File: src/rtl/hdmi_delay_tune.sv
// Closed-loop calibrator for the HDMI PLL feedback delay tap: sweeps all 16 taps,
// scores each by settled lock plus link quality, and drives the centre of the widest passing window.
module hdmi_delay_tune #(
  parameter int unsigned SETTLE_CYCLES = 1024,
  parameter int unsigned LOCK_TIMEOUT  = 65535,
  parameter int unsigned SAMPLE_CYCLES = 4096,
  parameter int unsigned PASS_MIN      = 4096
) (
  input  logic        clk,
  input  logic        reset_n,
  input  logic        start,
  input  logic        pll_locked,
  input  logic        sample_ok,
  output logic [3:0]  delay,
  output logic        busy,
  output logic        done,
  output logic        fail,
  output logic [3:0]  window_lo,
  output logic [3:0]  window_hi,
  output logic [15:0] pass_map
);

  localparam int unsigned SW = $clog2(SETTLE_CYCLES + 1);
  localparam int unsigned TW = $clog2(LOCK_TIMEOUT + 1);
  localparam int unsigned CW = $clog2(SAMPLE_CYCLES + 1);

  typedef enum logic [2:0] {
    S_IDLE,
    S_SETTLE,
    S_SAMPLE,
    S_NEXT,
    S_PICK
  } state_t;

  state_t r_state, w_next;

  logic          r_lock_s1, r_lock_s2;
  logic [SW-1:0] r_settle;
  logic [TW-1:0] r_tmo;
  logic [CW-1:0] r_samp, r_good;
  logic [3:0]    r_tap;

  logic [3:0]    r_idx, r_cur_start, r_best_lo;
  logic [4:0]    r_cur_len, r_best_len;

  logic          w_settled, w_timeout, w_samp_last, w_tap_pass;
  logic [CW-1:0] w_good_total;
  logic          w_bit, w_better;
  logic [3:0]    w_run_start, w_best_lo, w_best_hi, w_centre;
  logic [4:0]    w_run_len, w_best_len, w_centre_sum;

  always_comb begin
    w_settled    = r_lock_s2 && (r_settle == SW'(SETTLE_CYCLES - 1));
    w_timeout    = (r_tmo == TW'(LOCK_TIMEOUT - 1));
    w_samp_last  = (r_samp == CW'(SAMPLE_CYCLES - 1));
    w_good_total = r_good + CW'(sample_ok);
    w_tap_pass   = (w_good_total >= CW'(PASS_MIN));
  end

  // Run tracker for the pick scan; strict '>' keeps the lowest-starting run on ties.
  always_comb begin
    w_bit        = pass_map[r_idx];
    w_run_start  = (r_cur_len == 5'd0) ? r_idx : r_cur_start;
    w_run_len    = w_bit ? (r_cur_len + 5'd1) : 5'd0;
    w_better     = w_bit && (w_run_len > r_best_len);
    w_best_lo    = w_better ? w_run_start : r_best_lo;
    w_best_len   = w_better ? w_run_len : r_best_len;
    w_best_hi    = w_best_lo + 4'(w_best_len - 5'd1);
    w_centre_sum = {1'b0, w_best_lo} + {1'b0, w_best_hi};
    w_centre     = w_centre_sum[4:1];
  end

  always_comb begin
    w_next = r_state;
    case (r_state)
      S_IDLE:   if (start) w_next = S_SETTLE;
      S_SETTLE: begin
        if (w_settled)      w_next = S_SAMPLE;
        else if (w_timeout) w_next = S_NEXT;
      end
      S_SAMPLE: if (!r_lock_s2 || w_samp_last) w_next = S_NEXT;
      S_NEXT:   w_next = (r_tap == 4'd15) ? S_PICK : S_SETTLE;
      S_PICK:   if (r_idx == 4'd15) w_next = S_IDLE;
      default:  w_next = S_IDLE;
    endcase
  end

  always_ff @(posedge clk) begin
    if (!reset_n) r_state <= S_IDLE;
    else          r_state <= w_next;
  end

  always_ff @(posedge clk) begin
    if (!reset_n) begin
      r_lock_s1   <= 1'b0;
      r_lock_s2   <= 1'b0;
      r_settle    <= '0;
      r_tmo       <= '0;
      r_samp      <= '0;
      r_good      <= '0;
      r_tap       <= '0;
      r_idx       <= '0;
      r_cur_start <= '0;
      r_cur_len   <= '0;
      r_best_lo   <= '0;
      r_best_len  <= '0;
      delay       <= '0;
      busy        <= 1'b0;
      done        <= 1'b0;
      fail        <= 1'b0;
      window_lo   <= '0;
      window_hi   <= '0;
      pass_map    <= '0;
    end else begin
      r_lock_s1 <= pll_locked;
      r_lock_s2 <= r_lock_s1;
      case (r_state)
        S_IDLE: begin
          if (start) begin
            busy     <= 1'b1;
            done     <= 1'b0;
            fail     <= 1'b0;
            pass_map <= '0;
            r_tap    <= '0;
            delay    <= '0;
            r_settle <= '0;
            r_tmo    <= '0;
            r_samp   <= '0;
            r_good   <= '0;
          end
        end
        S_SETTLE: begin
          r_tmo    <= r_tmo + TW'(1);
          r_settle <= r_lock_s2 ? (r_settle + SW'(1)) : '0;
          if (w_settled) begin
            r_settle <= '0;
            r_tmo    <= '0;
            r_samp   <= '0;
            r_good   <= '0;
          end else if (w_timeout) begin
            pass_map[r_tap] <= 1'b0;
          end
        end
        S_SAMPLE: begin
          r_samp <= r_samp + CW'(1);
          r_good <= w_good_total;
          if (!r_lock_s2)       pass_map[r_tap] <= 1'b0;
          else if (w_samp_last) pass_map[r_tap] <= w_tap_pass;
        end
        S_NEXT: begin
          r_settle <= '0;
          r_tmo    <= '0;
          r_samp   <= '0;
          r_good   <= '0;
          if (r_tap != 4'd15) begin
            r_tap <= r_tap + 4'd1;
            delay <= r_tap + 4'd1;
          end else begin
            r_idx       <= '0;
            r_cur_start <= '0;
            r_cur_len   <= '0;
            r_best_lo   <= '0;
            r_best_len  <= '0;
          end
        end
        S_PICK: begin
          r_idx       <= r_idx + 4'd1;
          r_cur_start <= w_run_start;
          r_cur_len   <= w_run_len;
          r_best_lo   <= w_best_lo;
          r_best_len  <= w_best_len;
          if (r_idx == 4'd15) begin
            busy <= 1'b0;
            if (w_best_len != 5'd0) begin
              window_lo <= w_best_lo;
              window_hi <= w_best_hi;
              delay     <= w_centre;
              done      <= 1'b1;
            end else begin
              window_lo <= '0;
              window_hi <= '0;
              delay     <= '0;
              fail      <= 1'b1;
            end
          end
        end
        default: ;
      endcase
    end
  end

endmodule

File: config.mk
export PLATFORM = sky130hd
export DESIGN_NAME = hdmi_delay_tune
export DESIGN_NICKNAME = d
export VERILOG_FILES = /design/src/rtl/hdmi_delay_tune.sv
export SDC_FILE = /design/constraint.sdc
export NUM_CORES = 1
export LEC_CHECK = 0
export ABC_AREA = 1
export CAP_MARGIN = 20
export CORE_ASPECT_RATIO = 1.25
export CORE_MARGIN = 2
export CORE_UTILIZATION = 50
export CTS_BUF_LIST = sky130_fd_sc_hd__clkbuf_8 sky130_fd_sc_hd__clkbuf_16
export DETAILED_ROUTE_END_ITERATION = 10
export GPL_TIMING_DRIVEN = 0
export HOLD_SLACK_MARGIN = 0.06
export PLACE_DENSITY = 0.69
export SLEW_MARGIN = 20
export SYNTH_ARGS = -nofsm -noshare
export SYNTH_HDL_FRONTEND = slang
export SYNTH_SLANG_ARGS = --single-unit
File: constraint.sdc
create_clock -name clk -period 5.64 [get_ports clk]
set_input_delay 1.128 -clock clk [delete_from_list [all_inputs] [get_ports clk]]
set_output_delay 1.128 -clock clk [all_outputs]
set_load 0.01 [all_outputs]
== Word-level counts from Yosys, hierarchy flattened ==
Index checks and enable logic that the tools add are counted.

* Add/sub/neg operators: 10
* Multipliers: 0
* Div/mod/pow operators: 0
* Order comparisons: 5
* Eq/ne operators: 22
* Shift-type cells: 0
* Mux-type cells: 57
* Bitwise gates (word level): 2
* Reduce and logical (&&, ||, !) cells: 26

{| class="wikitable"
|+ Operator list
! kind !! number
|-
| $pmux W13 S4 || 2
|-
| $mux W16 || 6
|-
| $pmux W16 S3 || 2
|-
| $mux W4 || 9
|-
| $mux W11 || 3
|-
| $pmux W11 S3 || 1
|-
| $pmux W4 S2 || 4
|-
| $mux W13 || 2
|-
| $ne A2 B2 Y1 const B || 10
|-
| $pmux W5 S2 || 2
|-
| $mux W3 || 6
|-
| $add A16 B1 Y16 const B || 1
|-
| $and A16 B16 Y16 || 1
|-
| $bwmux W16 || 1
|-
| $eq A16 B16 Y1 const B || 1
|-
| $not A16 Y16 || 1
|-
| $reduce_and A4 Y1 || 4
|-
| $mux W5 || 3
|-
| $pmux W3 S5 || 1
|-
| $add A13 B1 Y13 || 1
|-
| $add A13 B1 Y13 const B || 1
|-
| $eq A13 B12 Y1 const B || 1
|-
| $ge A13 B13 Y1 const B || 1
|-
| $pmux W4 S3 || 1
|-
| other kinds (32) || 57
|}

* Register bits after elaboration: 115
* Latch bits: 0
* RAM bits: 0
* Bits in read-only memories: 0
* Bits of input ports: 5
* Logic and storage cells: 142
* Memories: 0

== Depth between registers and ports, before layout ==
* Depth after elaboration: 12
* Gate-level depth with buffers: 33

== Worst setup path after synthesis ==
Ideal clock, no wire load.

* Path kind: reg2reg
* Start: register r_idx[0]
* End: register delay[3]
* Library setup time: 0.117 ns
* Arrival time: 4.156 ns
* Required time: 5.523 ns
* Setup slack: 1.367 ns
* Stages on the path, launching flop included: 31
* Buffers on the path: 1
* Period minus slack after synthesis: 4.273 ns
* Path through: dfxtp_1 -> inv_2 -> nand2_1 -> nand3_1 -> nand3_1 -> nand3_2 -> nand2_4 -> o21ai_0 -> nor2_1 -> ha_1 -> nand4_1 -> nand2_1 -> a21oi_2 -> nand2_2 -> nand2_4 -> buf_6 -> nand2_1 -> o21ai_1 -> inv_1 -> ha_1 -> inv_1 -> fa_1 -> xnor2_1 -> or2_1 -> nand3b_1 -> nand2_2 -> ha_1 -> a21oi_1 -> nand2_1 -> a21oi_1 -> nor2_1

* Word-level cells in the longest chain between the ends: 12
* Elaborated cells on any way between the ends: 18

{| class="wikitable"
|+ Ends and longest elaborated chain
! what !! RTL line !! text
|-
| start: declaration || 43 || <nowiki>logic [3:0] r_idx, r_cur_start, r_best_lo;</nowiki>
|-
| start signal: assignment || 167 || <nowiki>r_idx <= r_idx + 4'd1;</nowiki>
|-
| $bmux W1 S4 || 62 || <nowiki>w_bit = pass_map[r_idx];</nowiki>
|-
| $mux W1 (implied by the code) || 62 ||
|-
| $mux W5 || 64 || <nowiki>w_run_len = w_bit ? (r_cur_len + 5'd1) : 5'd0;</nowiki>
|-
| $gt A5 B5 Y1 || 65 || <nowiki>w_better = w_bit && (w_run_len > r_best_len);</nowiki>
|-
| $logic_and A1 B1 Y1 || 65 ||
|-
| $mux W5 || 67 || <nowiki>w_best_len = w_better ? w_run_len : r_best_len;</nowiki>
|-
| $sub A4 B1 Y4 || 68 || <nowiki>w_best_hi = w_best_lo + 4'(w_best_len - 5'd1);</nowiki>
|-
| $add A4 B4 Y4 || 68 ||
|-
| $add A4 B4 Y5 || 69 || <nowiki>w_centre_sum = {1'b0, w_best_lo} + {1'b0, w_best_hi};</nowiki>
|-
| $mux W4 || 174 || <nowiki>if (w_best_len != 5'd0) begin</nowiki>
|-
| $mux W4 || 172 || <nowiki>if (r_idx == 4'd15) begin</nowiki>
|-
| $pmux W4 S3 || 117 || <nowiki>case (r_state)</nowiki>
|-
| end signal: assignment || 157 || <nowiki>delay <= r_tap + 4'd1;</nowiki>
|-
| end signal: assignment || 177 || <nowiki>delay <= w_centre;</nowiki>
|-
| end: declaration || 14 || <nowiki>output logic [3:0] delay,</nowiki>
|}

Several ways; a longest one is shown, not always the timed one. The select of a mux whose other input is x is not followed.
A chain may end at the register's enable or synchronous reset.

== Worst setup path after layout ==
Same ends and word-level chain as after synthesis.

==> results.cfg <==
[outcome]
status = completed

[placement]
dp_cells = 1064
place.gp.congestion = 0.908
io_buffers = 35
dp_hpwl_um = 10800

[floorplan]
io-pin-count = 36
core_um2 = 12000
die-area_um2 = 13100
die_h_um = 127
start_util_pct = 50.7
rows = 45
fp.dieW_um = 103

[logic_synthesis]
yosysTopAreaCellShare_pct = 37.8
synthTopCellsByArea = dfxtp_1 38%, nand2_1 11%, inv_1 7.7%
syn_nets = 894
synth.largest_area_cell = dfxtp_1
syn_inst = 865
ys.flop_type = dfxtp_1
syn_area_per_cell_um2 = 7.03
synth_edf_count = 0
ys_warn_count = 0
seq_area_frac_synth_pct = 37.8
syn_area_um2 = 6080
synth_cell_types = 47
yosys_register_bits = 115
async_reset_ff_share_pct = 0

[layout]
multi_input_area_um2 = 3180
ff_latch_area_um2 = 2300
layout-drive-gt1-share_pct = 7.95
n_antenna_cell = 0
final_core_util_pct = 60.3
layout.cells.non_filler = 1095
layout_common_cells = 179 x nand2_1, 124 x inv_1, 115 x dfxtp_1, 87 x a21oi_1, 69 x nor2_1
area_growth_pct = 18.8
nNetsFinal = 948
num-fill-cells = 1169
final_common_cell = nand2_1

[routing]
vias_per_cell = 5.31
vias = 5813
routed-wl-met2_um = 7400
drc = 0
wl_um = 14700
wl_met3_um = 448
wl_met1_um = 6430
antenna_left = 0
top_layer = met4
wire_per_inst_um = 13.4
drt-pass1-iter-count = 4
drtIter0Drc = 241

[clocking]
cts_htree_levels = 4
clk_latency_ns = 0.43
hold_buffers = 0
cts_buffers = 17
cts_setup_buffers = 0
cts.repair.resized = 0
clk_root_buffer_cell = clkbuf_16
cts_tree = yes
cts.sinks = 115
clkSlewWorstSetupHoldPaths_ns = 0.06
cts_max_path_buffers = 2

[setup_path]
cp.arrival_ns = 5.19
r2r_end = delay[3]$_SDFFE_PN0P_
crit_fanout = 10
cp-start-kind = register
cpPeakStageDelay_ns = 0.42
required_ns = 5.95
rr_startpoint = r_idx[0]$_SDFFE_PN0P_
reg2reg_slack_ns = 0.77
crit_type = register to register
reg2regPathDepth = 30
cp_common_cell = nand2_1
crit_slowest_cell = fa_1
cp-end-kind = register

[power]
p_per_area_nw_per_um2 = 339
leakage_nw = 2.81
vdd_drop_max_mv = 0.227

[worst_hold_path]
hold_path_class = register to register
min_to = r_lock_s2$_SDFF_PN0_
hold_start = r_lock_s1$_SDFF_PN0_
holdPathStages = 2

[timing]
fin_crit_sh_pct = 86.4
fin_skew_ns = 0.00912
setup_viol = 0
relSlewSlack_pct = 46.3
final_hold_viol_count = 0
grt_setup_unrepaired = no
max_freq_mhz = 205
worst_pin_slew_ns = 0.803
slew_violations = 0
fin_crit_ns = 4.87
tns_ns = 0

[grt]
grtUsageTotal_pct = 23.7
grt_max_degree = 17
grt_pass1_vias = 5299
antenna_found_initial = 0
gr-total-overflow = 0
grt_pass1_wl_um = 24300

[run]
drv_cap = 0
-- how the worst max path moves through the flow --
stage	from	endpoint	slack [ns]	cells after the start
floorplan	r_idx[0]$_SDFFE_PN0P_	delay[3]$_SDFFE_PN0P_	1.37	30
CTS	r_idx[0]$_SDFFE_PN0P_	delay[3]$_SDFFE_PN0P_	0.73	30
global placement	r_idx[0]$_SDFFE_PN0P_	delay[3]$_SDFFE_PN0P_	0.81	30
global route	r_idx[0]$_SDFFE_PN0P_	delay[3]$_SDFFE_PN0P_	0.35	30
detailed placement	r_idx[0]$_SDFFE_PN0P_	delay[3]$_SDFFE_PN0P_	0.75	30
finish	r_idx[0]$_SDFFE_PN0P_	delay[3]$_SDFFE_PN0P_	0.77	30
-- metal layers --
layer | vias to the layer above | track usage (%)
li1 | 2981 | -
met1 | 2694 | 28.4
met2 | 106 | 39.8
met3 | 32 | 5.14
met5 | - | 0
met4 | 0 | 11.2
-- registers in the layout, summed over array words and instances (netlist names), 5 cells and up --
register and cells:
r_best_len 5, r_samp 13, r_good 13, r_cur_len 5, pass_map 16, r_settle 11, r_tmo 16
-- cell type report --
class | count | share of cell area (%)
clock inverters | 10 | 1.47
well taps | 164 | 2.84
multi-input cells | 595 | 44.1
plain buffers | 23 | 1.42
inverters | 132 | 6.86
flip-flops and latches | 115 | 31.9
repair buffers | 35 | 4.85
clock buffers | 21 | 6.65
-- worst max-delay path: cells and delay by family, from the launching register on --
| family | cells | cell delay, ns |
|---|---|---|
| AOI/OAI and AO/OA | 5 | 0.76 |
| xor gates and xnor gates | 1 | 0.15 |
| adders and majority gates | 4 | 1.33 |
| buffers and inverters | 4 | 0.41 |
| DFF | 1 | 0.40 |
| and+or+nand+nor | 16 | 1.71 |
-- cell usage after synthesis (2+ instances only) --
| library cell | count |
|---|---|
| nand2_1 | 179 |
| inv_1 | 124 |
| dfxtp_1 | 115 |
| a21oi_1 | 87 |
| nor2_1 | 69 |
| nand3_1 | 60 |
| nor3_1 | 31 |
| o21ai_0 | 28 |
| ha_1 | 23 |
| clkbuf_1 | 20 |
| a211oi_1 | 18 |
| a311oi_1 | 11 |
| inv_2 | 7 |
| nand4_1 | 7 |
| nor2_2 | 7 |
| xor2_1 | 7 |
| or2_2 | 6 |
| nand3_2 | 5 |
| nand3b_1 | 5 |
| nor4_1 | 5 |
| o211ai_1 | 5 |
| o21ai_1 | 5 |
| a221oi_1 | 4 |
| and3_1 | 4 |
| o21a_1 | 4 |
| nand2_2 | 3 |
| buf_6 | 2 |
| nand2_4 | 2 |
| nor3_2 | 2 |
| nor3_4 | 2 |
| o21ai_2 | 2 |
-- power by group --
| group | leakage, nW | total [W] | internal [W] | switching [W] |
|---|---|---|---|---|
| logic | 1.58 | 0.000472 | 0.000170 | 0.000302 |
| clock network | 0.294 | 0.00107 | 0.000688 | 0.000378 |
| registers | 0.931 | 0.000912 | 0.000867 | 0.0000452 |
-- kinds of logic (layout without fill, tap and decap cells) --
| kind of cell | after synthesis | after routing | share of synthesized area (%) |
|---|---|---|---|
| buffers and inverters | 155 | 221 | 9.83 |
| and+or+nand+nor | 392 | 392 | 29.5 |
| adders and majority gates | 24 | 24 | 5.06 |
| DFF | 115 | 115 | 37.8 |
| xor gates and xnor gates | 8 | 8 | 1.15 |
| AOI/OAI and AO/OA | 171 | 171 | 16.6 |
-- per-stage QoR --
step | power [W] | instance area [um2] | hold WS (ns) | worst slack [ns]
3_3_place_gp | 0.00140 | 6640 | 0.404 | 0.812
4_1_cts | 0.00247 | 7230 | 0.418 | 0.734
6_report | 0.00245 | 7230 | 0.413 | 0.765
5_1_grt | 0.00257 | 7230 | 0.443 | 0.354
3_5_place_dp | 0.00140 | 6640 | 0.406 | 0.753
2_1_floorplan | 0.00122 | 6080 | 0.390 | 1.37
Note: power is estimated with default switching activity, not from simulation.
